--- src/rtl/down_counter_pkg.sv ---
// Shared types and constants for the loadable down counter.
// Holds the FSM state encoding and the default counter width.
package down_counter_pkg;

    localparam int unsigned DC_WIDTH = 3;

    typedef enum logic [1:0] {
        IDLE = 2'd0,
        RUN  = 2'd1,
        DONE = 2'd2
    } dc_state_e;

endpackage

--- src/rtl/down_counter.sv ---
// Loadable down counter with terminal-count pulse and auto-reload.
// Ports: clk, rst_n (async active-low), en, load, load_val[W],
//        auto_reload -> count[W], zero, tc (registered), busy.
module down_counter
    import down_counter_pkg::*;
#(
    parameter int unsigned WIDTH = DC_WIDTH
) (
    input  logic             clk,
    input  logic             rst_n,
    input  logic             en,
    input  logic             load,
    input  logic [WIDTH-1:0] load_val,
    input  logic             auto_reload,
    output logic [WIDTH-1:0] count,
    output logic             zero,
    output logic             tc,
    output logic             busy
);

    localparam logic [WIDTH-1:0] ONE = WIDTH'(1);

    dc_state_e        state_q, state_d;
    logic [WIDTH-1:0] count_q, count_d;
    logic [WIDTH-1:0] reload_q, reload_d;
    logic             tc_q, tc_d;

    always_comb begin
        state_d  = state_q;
        count_d  = count_q;
        reload_d = reload_q;
        tc_d     = 1'b0;
        if (load) begin
            // Load beats every other event, including terminal count.
            count_d  = load_val;
            reload_d = load_val;
            state_d  = (load_val != '0) ? RUN : DONE;
        end else begin
            unique case (state_q)
                RUN: begin
                    if (en) begin
                        if (count_q > ONE) begin
                            count_d = count_q - ONE;
                        end else begin
                            // Terminal step: never decrement past zero.
                            tc_d = 1'b1;
                            if (auto_reload) begin
                                count_d = reload_q;
                            end else begin
                                count_d = '0;
                                state_d = DONE;
                            end
                        end
                    end
                end
                IDLE, DONE: begin
                    state_d = state_q;
                end
                default: begin
                    state_d = IDLE;
                end
            endcase
        end
    end

    always_ff @(posedge clk or negedge rst_n) begin
        if (!rst_n) begin
            state_q  <= IDLE;
            count_q  <= '0;
            reload_q <= '0;
            tc_q     <= 1'b0;
        end else begin
            state_q  <= state_d;
            count_q  <= count_d;
            reload_q <= reload_d;
            tc_q     <= tc_d;
        end
    end

    assign count = count_q;
    assign zero  = (count_q == '0);
    assign tc    = tc_q;
    assign busy  = (state_q == RUN);

endmodule
--- config.mk ---
export PLATFORM = sky130hd
export DESIGN_NAME = down_counter
export DESIGN_NICKNAME = d
export VERILOG_FILES = /design/src/rtl/down_counter_pkg.sv /design/src/rtl/down_counter.sv
export SDC_FILE = /design/constraint.sdc
export NUM_CORES = 1
export LEC_CHECK = 0
export BUFFER_PORTS_ARGS = -buffer_cell sky130_fd_sc_hd__buf_2
export CAP_MARGIN = 10
export CORE_MARGIN = 2
export CORE_UTILIZATION = 31
export DETAILED_ROUTE_END_ITERATION = 7
export PLACE_DENSITY = 0.51
export SYNTH_ARGS = -nofsm -noshare
export SYNTH_HDL_FRONTEND = slang
export SYNTH_SLANG_ARGS = --single-unit
export TNS_END_PERCENT = 30
--- constraint.sdc ---
create_clock -name clk -period 1.55 [get_ports clk]
set_input_delay 0.3875 -clock clk [delete_from_list [all_inputs] [get_ports clk]]
set_output_delay 0.3875 -clock clk [all_outputs]
set_load 0.02 [all_outputs]
==> results.yml, run 1 <==
outcome:
  run_status: "finished clean"
power:
  switchingPower_uw: 212
  p_int_uw: 454
  combPwrFrac_pct: 30.3
  ir_drop_uv: 368
  swShare_pct: 31.9
  power_leakage_nw: 0.329
  power.density_nw_per_um2: 960
  p_clk_share_pct: 27.0
  seqPwrFrac_pct: 42.8
clocking:
  clk_latency_ns: 0.26
  clk_pin_slew_ns: 0.06
  cts_tree: "built"
  cts.sinks: 9
  root_buffer: "clkbuf_4"
  numCtsBuffers: 3
  htree_levels: 1
  clockBufferDepth: 2
routing:
  drt_iter0_drc: 12
  vias: 474
  vias_per_cell: 5.27
  routedWlPerCell_um: 12.3
  ant_nets: 0
  first_pass_iters: 4
  routed_wl_mm: 1.11
  drc_errors: 0
finish:
  n_antenna_cell: 0
  drive_above_1_share_pct: 37.0
  instances_no_fill: 90
  syn2layout_area_growth_pct: 28.2
  fin_nets: 85
worst_setup_path:
  startpoint_type: "register"
  required_ns: 1.16
  worstPathArrival_ns: 1.13
  crit_type: "reg2out"
  cp_cell_sequence: "inv_2, ha_1, nor2b_1, buf_4"
  crit_fanout: 2
  critPathTopFamily: "flip-flops"
  cp_num_buf_inv: 2
  critical-path-max-stage-delay_ns: 0.36
  cp_slowest_cell: "dfrtp_1"
  crit_path_end_kind: "output pin"
logic_synthesis:
  avgSynthCellArea_um2: 10.2
  ys_types: 27
  async_flop_share_pct: 100
  ys_ff_latch: 9
  synth.area.top_cells: "dfrtp_1, ha_1, nor2b_1, mux2_2, inv_1"
  ys_seq_area_share_pct: 41.6
  syn-cell-area_um2: 542
  synth_cells: 53
  synth.top_cell.area_share_pct: 41.6
  synthFlopType: "dfrtp_1"
  yosysTopAreaCell: "dfrtp_1"
  postSynthNetCount: 64
  synth_warnings: 0
  synth-edff-count: 0
worst_hold_path:
  min_path_type: "in2reg"
placement:
  hpwl_um: 862
  dp.cells: 83
  gp_congestion: 0.679
  portBuffers: 13
floorplan:
  num_rows: 15
  core_area_um2: 1690
  pin_count: 14
  die-area_um2: 2100
  start_util_pct: 32.1
  die_h_um: 45.8
  die_w_um: 45.8
global_route:
  grt_antenna_before_repair: 0
  grt_pass1_vias: 454
  overflow: 0
  grt_pass1_wl_mm: 1.97
  track_usage_pct: 13.3
  grt_max_degree: 13
timing:
  rsz0062_at_grt: "true"
  setup_violations: 0
  timing.setup.tns_ns: 0
  whs_ns: 0.373
  min_period_over_period_pct: 97.8
  period_needed_ns: 1.52
  finalHoldViolations: 0
  finalClockSkew_ns: 0.00541
  maxSlewHeadroom_pct: 73.6
  fmax_mhz: 660
  max_slew.worst_pin.slew_ns: 0.390
  final-max-slew-violation-count: 0
flow_run:
  drv_cap: 0
[per-stage QoR]
stage          utilization [%]  area [µm²]  power (mW)  worst slack [ns]
6_report                  41.1         694       0.666            0.0344
5_1_grt                   41.1         694       0.726           -0.0467
4_1_cts                   40.7         688       0.674           0.00421
3_5_place_dp              37.6         634       0.473            0.0891
3_3_place_gp              37.6         634       0.474             0.126
2_1_floorplan                -         542       0.410            0.0300
[cells in the mapped netlist, drive strengths merged, types with 2 or more instances]
cell,number
a22oi,2
ha,3
mux2,2
nor2b,4
inv,5
o41ai,2
nand2,4
dfrtp,9
o211ai,2
or4,2
nand3,2
[logic make-up (layout without fill, tap and decap cells)]
group	count (synthesis)	count (layout)	share of synthesized area, %
buffers and inverters	7	27	5.08
flip-flops	9	9	41.6
AO/OA/AOI/OAI	12	12	18.5
multiplexers	3	3	6.00
AND/OR/NAND/NOR	19	19	21.9
adder cells (fa/ha/maj)	3	3	6.93
[flip-flops by register name (all words and copies together) (netlist names)]
name / cells
tc: 1
reload_q: 3
state_q: 2
count: 3
[worst register-to-register path: cells and delay by family (launching register included)]
kind                     cells  cell delay, ns
AO/OA/AOI/OAI                1            0.18
adder cells (fa/ha/maj)      1            0.14
buffers and inverters        1            0.14
flip-flops                   1            0.36
AND/OR/NAND/NOR              2            0.60
[cell type report]
cell class,instances,area (µm²)
inverter,5,18.8
timing repair buffer,18,108
multi-input combinational,37,295
clock buffer,4,26.3
fill,181,995
sequential,9,225
tap,17,21.3
[cells in the final DEF, fill, tap and decap left out, drive strengths merged, types with 2 or more instances in the layout]
master  count
a22oi       2
buf        17
clkbuf      4
dfrtp       9
ha          3
inv         5
mux2        2
nand2       4
nand3       2
nor2b       4
o211ai      2
o41ai       2
or4         2
[power groups by stage]
| stage | clock (mW) | combinational [mW] | sequential, mW |
|---|---|---|---|
| floorplan | 0 | 0.115 | 0.295 |
| global placement | 0 | 0.184 | 0.289 |
| detailed placement | 0 | 0.183 | 0.291 |
| CTS | 0.189 | 0.202 | 0.283 |
| global route | 0.209 | 0.228 | 0.289 |
| finish | 0.180 | 0.202 | 0.285 |
[timing repair]
item                                    4_1_cts  5_1_grt
endpoints found under the setup margin        1        4
pin swaps                                     0        1
hold endpoints to repair                      9        0
setup buffers                                 2        0
hold buffers                                  1        0
resized for setup                             2        2
[layer usage]
metal	up-vias	part of all wire (%)	track usage, %	wire, µm
met5	-	0	0	0
met4	0	0	5.14	0
li1	240	-	-	-
met3	0	4.6	5.95	51
met1	222	50	16.7	550
met2	12	46	20.0	507
[final timing paths]
| check | end | cells after the start | start | slack [ns] |
|---|---|---|---|---|
| min in group asynchronous | tc$_DFF_PN0_ | 2 | rst_n | 0.51 |
| min reg2reg | reload_q[0]$_DFFE_PN0P_ | 1 | reload_q[0]$_DFFE_PN0P_ | 0.51 |
| max | zero | 4 | count[0]$_DFFE_PN0P_ | 0.03 |
| max reg2reg | count[0]$_DFFE_PN0P_ | 5 | count[0]$_DFFE_PN0P_ | 0.08 |
| max in group asynchronous | count[2]$_DFFE_PN0P_ | 2 | rst_n | 0.86 |
| min | count[2]$_DFFE_PN0P_ | 3 | load_val[2] | 0.37 |
Note: power is estimated with default switching activity, not from simulation.
==> run 2: changes to the inputs <==
--- a/config.mk
+++ b/config.mk
@@ -9,8 +9,10 @@
 export CAP_MARGIN = 10
 export CORE_MARGIN = 2
 export CORE_UTILIZATION = 31
+export CTS_BUF_LIST = sky130_fd_sc_hd__clkbuf_16
 export DETAILED_ROUTE_END_ITERATION = 7
 export PLACE_DENSITY = 0.51
+export SETUP_SLACK_MARGIN = 0.05
 export SYNTH_ARGS = -nofsm -noshare
 export SYNTH_HDL_FRONTEND = slang
 export SYNTH_SLANG_ARGS = --single-unit
==> results.yml, run 2 (synthesis results as in run 1) <==
outcome:
  run_status: "complete, but fails checks"
  violations: "hold timing"
floorplan:
  start_util_pct: 32.1
  num_rows: 15
  die-area_um2: 2100
  core_area_um2: 1690
  die_h_um: 45.8
  pin_count: 14
  die_w_um: 45.8
timing:
  timing.setup.tns_ns: 0
  period_needed_ns: 1.48
  maxSlewHeadroom_pct: 73.6
  rsz0062_at_grt: "true"
  whs_ns: -0.00418
  final-max-slew-violation-count: 0
  min_period_over_period_pct: 95.2
  finalClockSkew_ns: 0.00409
  max_slew.worst_pin.slew_ns: 0.390
  setup_violations: 0
  finalHoldViolations: 9
  fmax_mhz: 678
routing:
  vias: 457
  drt_iter0_drc: 5
  vias_per_cell: 5.08
  first_pass_iters: 4
  ant_nets: 0
  routedWlPerCell_um: 13.2
  drc_errors: 0
  routed_wl_mm: 1.19
clocking:
  clk_latency_ns: 0.24
  clk_pin_slew_ns: 0.04
  clockBufferDepth: 2
  root_buffer: "clkbuf_16"
  cts.sinks: 9
  hold_buffers: 0
  cts_tree: "built"
  numCtsBuffers: 3
  htree_levels: 1
power:
  power_leakage_nw: 0.361
  ir_drop_uv: 688
  power.density_nw_per_um2: 1250
global_route:
  track_usage_pct: 14.2
  grt_pass1_wl_mm: 1.98
  grt_antenna_before_repair: 0
  overflow: 0
  grt_pass1_vias: 418
  grt_max_degree: 13
worst_setup_path:
  worstRegToRegCells: 5
  r2r_start: "count[0]$_DFFE_PN0P_"
  worstPathArrival_ns: 1.09
  required_ns: 1.16
  rr_endpoint: "state_q[0]$_DFFE_PN0P_"
  cp_cell_sequence: "inv_2, ha_4, nor2b_4, buf_6"
  critical-path-max-stage-delay_ns: 0.40
  r2r_setup_slack_ns: 0.13
  critPathTopFamily: "flip-flops"
  cp_num_buf_inv: 2
  startpoint_type: "register"
  crit_type: "reg2out"
  crit_fanout: 3
  cp_slowest_cell: "dfrtp_2"
  crit_path_end_kind: "output pin"
placement:
  hpwl_um: 845
  dp.cells: 82
  portBuffers: 13
  gp_congestion: 0.730
finish:
  instances_no_fill: 90
  n_antenna_cell: 0
  syn2layout_area_growth_pct: 43.0
  fin_nets: 85
  drive_above_1_share_pct: 43.8
  final_cell_mix: "buf_2, dfrtp_1, nand2_1, buf_4"
  final_common_cell: "buf_2"
worst_hold_path:
  min_path_type: "in2async"
flow_run:
  drv_cap: 0
## run 2: area by class of cell
cell class | count | area [µm²]
timing repair buffer | 18 | 113
sequential | 9 | 226
fill | 164 | 915
clock inverter | 1 | 5.00
multi-input combinational | 37 | 315
tap | 17 | 21.3
inverter | 5 | 18.8
clock buffer | 3 | 75.1
## run 2: through the flow
step / total power [mW] / util, % / setup WS [ns] / instance area (µm²)
2_1_floorplan: 0.411 / - / 0.0573 / 543
3_3_place_gp: 0.469 / 37.2 / 0.0634 / 628
3_5_place_dp: 0.469 / 37.2 / 0.0491 / 628
4_1_cts: 0.969 / 44.6 / 0.0457 / 753
5_1_grt: 1.02 / 45.9 / 0.0351 / 774
6_report: 0.972 / 45.9 / 0.0750 / 774
## run 2: power by group
part,switching (mW),internal [mW],total (mW)
Clock,0.118,0.340,0.458
Sequential,0.0288,0.261,0.290
Combinational,0.113,0.111,0.224
Total,0.260,0.712,0.972
## run 2: metal layers
metal | vias to the layer above | part of all wire (%) | track usage [%]
li1 | 236 | - | -
met1 | 205 | 51 | 20.2
met2 | 13 | 42 | 16.9
met3 | 3 | 5.0 | 6.35
met4 | 0 | 1.9 | 8.57
met5 | - | 0 | 0
## run 2: worst max path at each step
stage | from | endpoint | depth (start not counted) | slack (ns)
after global routing | count[1]$_DFFE_PN0P_ | zero | 4 | 0.04
after CTS | count[1]$_DFFE_PN0P_ | zero | 4 | 0.05
after global placement | count[1]$_DFFE_PN0P_ | count[1]$_DFFE_PN0P_ | 5 | 0.06
after floorplan | count[1]$_DFFE_PN0P_ | count[1]$_DFFE_PN0P_ | 5 | 0.06
after detailed placement | count[1]$_DFFE_PN0P_ | count[1]$_DFFE_PN0P_ | 5 | 0.05
final | count[1]$_DFFE_PN0P_ | zero | 4 | 0.07
## run 2: repair_timing
action / CTS / global route
pin swaps: 0 / 4
hold endpoints to repair: 0 / 0
resized for setup: 5 / 4
buffers inserted: 4 / 0
cloned: 0 / 0
setup endpoints to repair: 2 / 6
==> run 3: changes to the inputs <==
--- a/config.mk
+++ b/config.mk
@@ -5,12 +5,12 @@
 export SDC_FILE = /design/constraint.sdc
 export NUM_CORES = 1
 export LEC_CHECK = 0
-export BUFFER_PORTS_ARGS = -buffer_cell sky130_fd_sc_hd__buf_2
+export BUFFER_PORTS_ARGS = -buffer_cell sky130_fd_sc_hd__buf_4
 export CAP_MARGIN = 10
-export CORE_MARGIN = 2
 export CORE_UTILIZATION = 31
 export CTS_BUF_LIST = sky130_fd_sc_hd__clkbuf_16
 export DETAILED_ROUTE_END_ITERATION = 7
+export MAX_ROUTING_LAYER = met4
 export PLACE_DENSITY = 0.51
 export SETUP_SLACK_MARGIN = 0.05
 export SYNTH_ARGS = -nofsm -noshare
==> results.yml, run 3 (synthesis results as in run 1) <==
outcome:
  run_status: "complete, but fails checks"
  violations: "DRC"
power:
  seqPwrFrac_pct: 30.1
  ir_drop_uv: 831
  switchingPower_uw: 249
  power.density_nw_per_um2: 1230
  combPwrFrac_pct: 22.4
  swShare_pct: 26.1
  p_clk_share_pct: 47.5
  p_int_uw: 706
  power_leakage_nw: 0.362
worst_setup_path:
  worstPathArrival_ns: 1.13
  required_ns: 1.16
  cp_cell_sequence: "inv_2, ha_2, nor2b_1, buf_4"
  r2r_start: "count[0]$_DFFE_PN0P_"
  rr_endpoint: "count[1]$_DFFE_PN0P_"
  startpoint_type: "register"
  critPathTopFamily: "flip-flops"
  critical-path-max-stage-delay_ns: 0.39
  crit_type: "reg2out"
  worstRegToRegCells: 5
  cp_slowest_cell: "dfrtp_2"
  crit_fanout: 3
  cp_num_buf_inv: 2
  crit_path_end_kind: "output pin"
  r2r_setup_slack_ns: 0.06
global_route:
  grt_pass1_vias: 461
  grt_antenna_before_repair: 0
  track_usage_pct: 16.4
  grt_pass1_wl_mm: 2.06
  overflow: 0
  grt_max_degree: 13
flow_run:
  drv_cap: 0
routing:
  ant_nets: 0
  vias_per_cell: 5.30
  first_pass_iters: 5
  vias: 466
  routedWlPerCell_um: 13.7
  drt_iter0_drc: 6
  drc_errors: 1
  routed_wl_mm: 1.20
floorplan:
  die_w_um: 43.8
  num_rows: 14
  pin_count: 14
  start_util_pct: 34.4
  core_area_um2: 1580
  die_h_um: 43.8
  die-area_um2: 1920
finish:
  syn2layout_area_growth_pct: 43.9
  fin_nets: 84
  final_cell_mix: "buf_4, dfrtp_1, inv_1, nor2b_1, nand2_1"
  final_common_cell: "buf_4"
  fillers: 171
  design_area_um2: 779
  drive_above_1_share_pct: 40.3
  n_antenna_cell: 0
placement:
  place_area_um2: 674
  portBuffers: 13
  gp_congestion: 0.718
  pre_cts_ws_ns: 0.0603
  hpwl_um: 861
worst_hold_path:
  hold_start: "load_val[2]"
  min_path_type: "in2reg"
  hold_end: "count[2]$_DFFE_PN0P_"
  min_path_cells: 3
timing:
  finalHoldViolations: 0
  period_needed_ns: 1.52
  max_slew.worst_pin.slew_ns: 0.449
  rsz0062_at_grt: "true"
  fin_ws_ns: 0.0341
  final-max-slew-violation-count: 0
  whs_ns: 0.382
  setup_violations: 0
  finalClockSkew_ns: 0.00373
  min_period_over_period_pct: 97.8
  timing.setup.tns_ns: 0
  fmax_mhz: 660
  maxSlewHeadroom_pct: 69.8
clocking:
  cts_tree: "built"
  clockBufferDepth: 2
  cts.sinks: 9
  clk_latency_ns: 0.24
  root_buffer: "clkbuf_16"
  htree_levels: 1
  numCtsBuffers: 3
  clk_pin_slew_ns: 0.04
[run 3: area by class of cell]
| type | instances | area (µm²) | area share, % |
|---|---|---|---|
| flip-flops and latches | 9 | 226 | 29.1 |
| multi-input cells | 37 | 305 | 39.2 |
| clock buffers | 3 | 75.1 | 9.63 |
| repair buffers | 17 | 130 | 16.7 |
| clock inverters | 1 | 3.75 | 0.482 |
| inverters | 5 | 18.8 | 2.41 |
| well taps | 16 | 20.0 | 2.57 |
[run 3: how the worst max path moves through the flow]
| stage | end | from | slack, ns | depth (start not counted) |
|---|---|---|---|---|
| 2_1_floorplan | count[1]$_DFFE_PN0P_ | count[1]$_DFFE_PN0P_ | 0.06 | 5 |
| 3_3_place_gp | count[1]$_DFFE_PN0P_ | count[1]$_DFFE_PN0P_ | 0.1 | 5 |
| 3_5_place_dp | count[1]$_DFFE_PN0P_ | count[1]$_DFFE_PN0P_ | 0.06 | 5 |
| 4_1_cts | state_q[1]$_DFFE_PN0P_ | count[0]$_DFFE_PN0P_ | 0.001 | 6 |
| 5_1_grt | zero | count[0]$_DFFE_PN0P_ | -0.01 | 4 |
| 6_report | zero | count[1]$_DFFE_PN0P_ | 0.03 | 4 |
[run 3: per-stage QoR]
step | util (%) | power, mW | cells
2_1_floorplan | - | 0.411 | 53
3_3_place_gp | 42.8 | 0.493 | 83
3_5_place_dp | 42.8 | 0.493 | 83
4_1_cts | 49.4 | 0.971 | 89
5_1_grt | 49.4 | 1.01 | 88
6_report | 49.4 | 0.955 | 88
[run 3: power by group through the flow]
stage / combinational, mW / sequential (mW) / clock, mW
floorplan: 0.115 / 0.296 / 0
global placement: 0.202 / 0.291 / 0
detailed placement: 0.202 / 0.291 / 0
CTS: 0.217 / 0.286 / 0.468
global route: 0.237 / 0.293 / 0.484
finish: 0.214 / 0.287 / 0.454
[run 3: timing repair]
action                                 CTS  global route
setup endpoints to repair                1             7
pin swaps                                0             0
gates resized for setup                  2             3
gates cloned                             0             0
buffers inserted                         1             0
endpoints found under the hold margin    9             0
hold buffers                             1             0
[run 3: worst reg2reg max path, delay by kind of cell, from the launching register on]
kind            cells  cell delay (ns)
simple gates        2             0.60
flops               1             0.36
compound gates      1             0.18
buf+inv             1             0.14
fa+ha+maj           1             0.14
[run 3: per-layer routing]
layer	track usage, %	share of wire (%)	vias to the layer above
met5	-	0	-
met4	9.38	2.7	0
met3	7.92	6.1	5
met2	22.4	44	13
met1	19.3	47	212
li1	-	-	236
